--- config.mk ---
export PLATFORM = sky130hd
export DESIGN_NAME = image_stream_tx
export DESIGN_NICKNAME = d
export VERILOG_FILES = /design/src/rtl/image_stream_tx.sv
export SDC_FILE = /design/constraint.sdc
export NUM_CORES = 2
export LEC_CHECK = 0
export CAP_MARGIN = 25
export CORE_AREA = 2 2 412 414
export DETAILED_ROUTE_END_ITERATION = 10
export DIE_AREA = 0 0 414 416
export PLACE_DENSITY_LB_ADDON = 0.1
export SYNTH_ARGS = -nofsm -noshare
export SYNTH_HDL_FRONTEND = slang
export SYNTH_SLANG_ARGS = --single-unit
--- constraint.sdc ---
create_clock -name clk -period 4.24 [get_ports clk]
set_input_delay 0.848 -clock clk [delete_from_list [all_inputs] [get_ports clk]]
set_output_delay 0.848 -clock clk [all_outputs]
set_load 0.02 [all_outputs]
--- src/rtl/image_stream_tx.sv ---
// Frame-to-stream transmitter: snapshots a 32x32 binary frame on start and streams it
// raster-order, BEAT_W pixels per beat, over valid/ready while counting set pixels.
module image_stream_tx #(
    parameter int unsigned BEAT_W = 1
) (
    input  logic                clk,
    input  logic                rst_n,
    input  logic                start,
    input  logic                abort,
    input  logic [1023:0]       frame,
    output logic                pix_valid,
    input  logic                pix_ready,
    output logic [BEAT_W-1:0]   pix_data,
    output logic [4:0]          pix_row,
    output logic [4:0]          pix_col,
    output logic                pix_last,
    output logic                busy,
    output logic                done,
    output logic [10:0]         ones_count
);

    localparam int unsigned FRAME_W  = 1024;
    localparam int unsigned POS_W    = 5;
    localparam int unsigned CNT_W    = 11;
    localparam logic [POS_W-1:0] LAST_COL = POS_W'(32 - BEAT_W);
    localparam logic [POS_W-1:0] LAST_ROW = POS_W'(31);
    localparam logic [POS_W-1:0] COL_STEP = POS_W'(BEAT_W);

    generate
        if (BEAT_W != 1 && BEAT_W != 2 && BEAT_W != 4 &&
            BEAT_W != 8 && BEAT_W != 16 && BEAT_W != 32) begin : g_bad_beat_w
            $error("image_stream_tx: BEAT_W must be 1, 2, 4, 8, 16 or 32");
        end
    endgenerate

    typedef enum logic [1:0] {
        ST_IDLE = 2'd0,
        ST_SEND = 2'd1,
        ST_DONE = 2'd2
    } state_t;

    state_t               state;
    state_t               state_nxt;
    logic [FRAME_W-1:0]   shadow;
    logic                 xfer_c;
    logic [POS_W-1:0]     col_nxt_c;
    logic [POS_W-1:0]     row_nxt_c;
    logic                 last_nxt_c;

    // The current beat always sits at the top of the shadow register, pixel k of the beat
    // being bit FRAME_W-1-k; each transfer shifts the frame up by one beat.
    for (genvar k = 0; k < int'(BEAT_W); k++) begin : g_data
        assign pix_data[k] = shadow[FRAME_W-1-k];
    end

    assign xfer_c     = pix_valid && pix_ready;
    assign col_nxt_c  = POS_W'(pix_col + COL_STEP);
    assign row_nxt_c  = (pix_col == LAST_COL) ? POS_W'(pix_row + POS_W'(1)) : pix_row;
    assign last_nxt_c = (row_nxt_c == LAST_ROW) && (col_nxt_c == LAST_COL);

    always_ff @(posedge clk or negedge rst_n) begin
        if (!rst_n) begin
            state <= ST_IDLE;
        end else begin
            state <= state_nxt;
        end
    end

    always_comb begin
        state_nxt = state;
        unique case (state)
            ST_IDLE: begin
                if (start) begin
                    state_nxt = ST_SEND;
                end
            end
            ST_SEND: begin
                if (abort) begin
                    state_nxt = ST_IDLE;
                end else if (xfer_c && pix_last) begin
                    state_nxt = ST_DONE;
                end
            end
            ST_DONE: begin
                state_nxt = ST_IDLE;
            end
            default: begin
                state_nxt = ST_IDLE;
            end
        endcase
    end

    // Registered status and datapath; an aborted beat still counts if its handshake was met.
    always_ff @(posedge clk or negedge rst_n) begin
        if (!rst_n) begin
            pix_valid  <= 1'b0;
            busy       <= 1'b0;
            done       <= 1'b0;
            pix_last   <= 1'b0;
            pix_row    <= '0;
            pix_col    <= '0;
            ones_count <= '0;
            shadow     <= '0;
        end else begin
            pix_valid <= (state_nxt == ST_SEND);
            busy      <= (state_nxt != ST_IDLE);
            done      <= (state_nxt == ST_DONE);
            if (state == ST_IDLE && start) begin
                shadow     <= frame;
                pix_row    <= '0;
                pix_col    <= '0;
                pix_last   <= 1'b0;
                ones_count <= '0;
            end else if (state == ST_SEND && xfer_c) begin
                shadow     <= shadow << BEAT_W;
                pix_row    <= row_nxt_c;
                pix_col    <= col_nxt_c;
                pix_last   <= last_nxt_c;
                ones_count <= CNT_W'(ones_count + CNT_W'($countones(pix_data)));
            end
        end
    end

endmodule

### Yosys cells after proc, flatten, opt, wreduce, memory -nomap -nowiden

Index checks and enable logic that the tools add are counted.

| storage, ports and cells | value |
|---|---|
| flip-flop bits (word level) | 1051 |
| input port bits | 1029 |
| output and inout bits | 26 |
| word-level logic and storage cells | 41 |

| cells by class | value |
|---|---|
| add/subtract/negate cells | 3 |
| eq/ne operators | 6 |
| multiplexer cells | 15 |
| reduce and logical (&&, ||, !) cells | 8 |

Operator list:

| kind | number |
|---|---|
| $mux W1024 | 2 |
| $mux W5 | 5 |
| $mux W11 | 2 |
| $eq A5 B5 Y1 const B | 3 |
| $add A11 B1 Y11 | 1 |
| $add A5 B1 Y5 const B | 2 |
| $mux W2 | 3 |
| $logic_and A1 B1 Y1 | 5 |
| $eq A2 B1 Y1 const B | 2 |
| $pmux W2 S2 | 1 |
| $reduce_bool A2 Y1 | 2 |
| $eq A2 B2 Y1 const B | 1 |
| $logic_not A2 Y1 | 1 |
| $mux W1 | 2 |

### Logic depth before layout (Yosys ltp)

| logic depth | value |
|---|---|
| depth in word-level cells | 6 |
| depth in mapped cells | 8 |
| depth with buffers taken out | 7 |

### Worst setup path before layout

OpenSTA, ideal clock, no wires.

| timing path | value |
|---|---|
| path kind | reg2reg |
| start point | register pix_col[0] |
| end point | register pix_last |
| arrival time | 2.056 ns |
| required time | 4.164 ns |
| setup slack | 2.107 ns |
| cell stages (with the launch flop) | 9 |
| path buffers | 1 |
| period minus slack after synthesis | 2.133 ns |
| cell sequence | dfrtp_1 > ha_1 > and3_1 > ha_1 > buf_2 > nand4_1 > xor2_1 > or4b_1 > o21ai_1 |

| on the way | value |
|---|---|
| word-level cells in the longest chain between the ends | 6 |
| elaborated cells on any way between the ends | 8 |
| classes of those cells | 1 x add/sub; 3 x eq/ne; 3 x mux; 1 x reduce/logical |

Ends and longest elaborated chain:

| what | line | source |
|---|---|---|
| from (decl) | 15 | `output logic [4:0] pix_col,` |
| from (signal assigned) | 117 | `pix_col <= col_nxt_c;` |
| branches (longest 3 deep; another with $add A5 B1 Y5) | -- |  |
| $logic_and A1 B1 Y1 (*) | 59 | `assign last_nxt_c = (row_nxt_c == LAST_ROW) && (col_nxt_c == LAST_COL);` |
| $mux W1 (*) | 114 | `end else if (state == ST_SEND && xfer_c) begin` |
| $mux W1 (*) | 108 | `if (state == ST_IDLE && start) begin` |
| to (signal assigned) | 118 | `pix_last <= last_nxt_c;` |
| to (decl) | 16 | `output logic pix_last,` |

Every way passes the cells marked *. The select of a mux whose other input is x is not followed.
A chain may end at the register's enable or synchronous reset.

### Worst setup path after layout

| timing path | value |
|---|---|
| start point | register shadow[1023] |
| end point | output pix_data |

RTL lines:

| what | line | source |
|---|---|---|
| from (decl) | 44 | `logic [FRAME_W-1:0] shadow;` |
| from (signal assigned) | 109 | `shadow <= frame;` |
| from (signal assigned) | 115 | `shadow <= shadow << BEAT_W;` |
| to (decl) | 13 | `output logic [BEAT_W-1:0] pix_data,` |

No word-level cell between the ends.

==> results.yml <==
timing:
  fin_crit_ns: 2.88
  slew_viol_final: 0
  fmax_ghz: 0.348
  setup-tns-final_ns: 0
  fin_crit_sh: 0.678
  setup_viol: 0
  maxSlewHeadroom: 0.366
  tightest_slew_ns: 0.951
  rsz0062_at_grt: "no"
  hold_slack_ns: 0.173
  finClkSkew_ns: 0.0307
  hold_violations: 0
cells_and_area:
  nNetsFinal: 6574
  area_growth_pct: 38.8
  fillers: 17089
  stdcell_count: 7893
  fin_util: 0.364
  drive_gt1_frac: 0.0522
drt:
  drtPass1Iterations: 7
  drtAntennaViolNets: 0
  drc: 0
  viasPerCell: 4.74
  wl_mm: 172
  vias: 37434
  drt_first_iter_violations: 3127
  avgRoutedWirePerCell_um: 21.8
worst_setup_path:
  critical_path.top_delay_family: "buffers and inverters"
  cp_slowest_cell: "clkdlybuf4s50_1"
  crit_chain: "clkdlybuf4s50_1"
  cp.buffers_inverters: 1
  start_kind: "register"
  arrival_ns: 2.03
  endpoint_kind: "output port"
  crit_type: "reg2out"
  cp_max_fo: 3
  critical-path-max-stage-delay_ns: 0.83
  crit_required_ns: 3.39
clocking:
  max-clock-path-buffers: 3
  htreeDepth: 4
  ctsHoldBuffers: 0
  cts_sinks: 1051
  cts-resized-gates: 0
  path_clk_slew_ns: 0.06
  post_cts_buffers: 0
  cts_buffers: 131
  clock_latency_ns: 0.75
  cts_tree: "yes"
  cts_root_buf: "clkbuf_16"
synth:
  synth_top_cell_area_share: 0.596
  synth_enable_flop_cells: 0
  synthCells: 4603
  syn-num-nets: 5638
  synthTopCellsByArea: "dfrtp_1, nand2_1, a22oi_1"
  syn_area_per_cell_um2: 9.59
  ys_ff_latch: 1051
  synth-async-reset-ratio: 1.00
  synth_area_um2: 44100
  ys_seq_area_frac: 0.596
  yosysTopAreaCell: "dfrtp_1"
  ys_warn_count: 0
  synthFlopType: "dfrtp_1"
  ys_types: 38
global_route:
  grt_usage: 0.196
  grt_max_degree: 138
  overflow: 0
  antenna_found_initial: 115
  grt_pass1_vias: 37860
  grt_pass1_wl_mm: 255
pwr:
  finalPower_w: 0.0305
  power_density_nw_per_um2: 498
  peakVddDrop_mv: 0.362
  leakage_nw: 28.5
run:
  cap_violations: 0
placed_design:
  port_buffers: 1054
  dpl.cell_count: 7624
  place.gp.congestion: 0.810
  dp_hpwl_mm: 121
floorplanning:
  die_area_um2: 172000
  start_util: 0.262
  fp.dieH_um: 416
  die_x_um: 414
  pin_count: 1055
  core_area_um2: 168000
  row_count: 151
hold_path:
  worstHoldPathType: "in2async"
outcome:
  status: "finished, final reports clean"
==> where the power goes <==
| part | switching [W] | total (W) | internal, W |
|---|---|---|---|
| clock network | 0.00447 | 0.0108 | 0.00630 |
| logic | 0.00299 | 0.00549 | 0.00250 |
| registers | 0.00156 | 0.0142 | 0.0127 |
==> cells in the mapped netlist, types with 2 or more instances <==
library cell,count
nand3_1,12
nor2_1,36
buf_4,4
buf_1,11
dfrtp_1,1051
nand2b_1,2
buf_2,291
o21ai_0,9
inv_1,2
a31oi_1,27
or3_1,2
ha_1,6
a22oi_1,996
a2111oi_0,4
o21ai_1,2
nand4_1,4
xnor2_1,7
a21oi_1,2
nand2_1,2066
o31ai_1,2
nor3b_1,2
xor2_1,6
clkbuf_1,43
and3_1,2
==> metrics by stage <==
stage                     instance area (um^2)  worst slack, ns
final                                    61300             1.36
after floorplan                          44100             2.11
after global routing                     61200             1.30
after CTS                                61200             1.31
after detailed placement                 57100             1.10
after global placement                   57100             1.10
==> per-layer routing <==
layer | GRT usage | vias up | share of wire
met3 | 0.0606 | 353 | 0.067
met1 | 0.245 | 18209 | 0.42
met5 | 0 | - | 0.0039
met4 | 0.0692 | 104 | 0.030
li1 | - | 17709 | -
met2 | 0.318 | 1059 | 0.48
==> final timing paths <==
check | end | cells past startpoint | slack (ns) | from
worst max-delay path | pix_data | 1 | 1.36 | shadow[1023]
worst min-delay path | shadow[23] | 1 | 0.17 | rst_n
worst max register to register | shadow[28] | 4 | 1.83 | state[1]
worst min register to register | shadow[378] | 2 | 0.47 | shadow[378]
max in group asynchronous | shadow[926] | 3 | 2.91 | rst_n
min in group clk | shadow[378] | 2 | 0.47 | shadow[378]
==> registers in the layout (all words and copies together), names as in the netlist <==
register    flops
pix_col         5
pix_valid       1
done            1
pix_last        1
pix_row         5
state           2
shadow       1024
ones_count     11
busy            1
==> cell families after synthesis <==
logic type,Yosys count,share of synthesized area
AO/OA/AOI/OAI,1046,0.177
multiplexers,1,0.000227
AND/OR/NAND/NOR,2134,0.184
flip-flops,1051,0.596
adder cells (fa/ha/maj),6,0.00170
XOR/XNOR,13,0.00258
buffers and inverters,352,0.0387
==> cell type report <==
cell class              count  area [um^2]  area share
diodes                     42          105     0.00172
clock buffers             200         3890      0.0636
clock inverters            27          160     0.00261
inverters                   2         7.51    0.000123
multi-input cells        3200        16100       0.263
flip-flops and latches   1051        26300       0.429
well taps                2218         2780      0.0453
repair buffers           1153        11900       0.194
==> placed cells by master (no fill, tap or decap), types with 2 or more instances in the layout <==
cell             instances
clkbuf_16              136
inv_1                    2
nand4_1                  4
nand3_1                 12
inv_6                    3
o21ai_1                  2
clkdlybuf4s50_1       1053
nand2b_1                 2
buf_12                  47
a31oi_1                 27
xor2_1                   6
nand2_1               2066
ha_1                     6
nor2_1                  36
o21ai_0                  9
clkbuf_1                39
dfrtp_1               1051
xnor2_1                  7
a2111oi_0                4
buf_4                   52
and3_1                   2
nor3b_1                  2
diode_2                 42
a21oi_1                  2
o31ai_1                  2
or3_1                    2
clkbuf_8                25
clkinv_2                22
a22oi_1                996
Power figures use the tool's default switching activity.
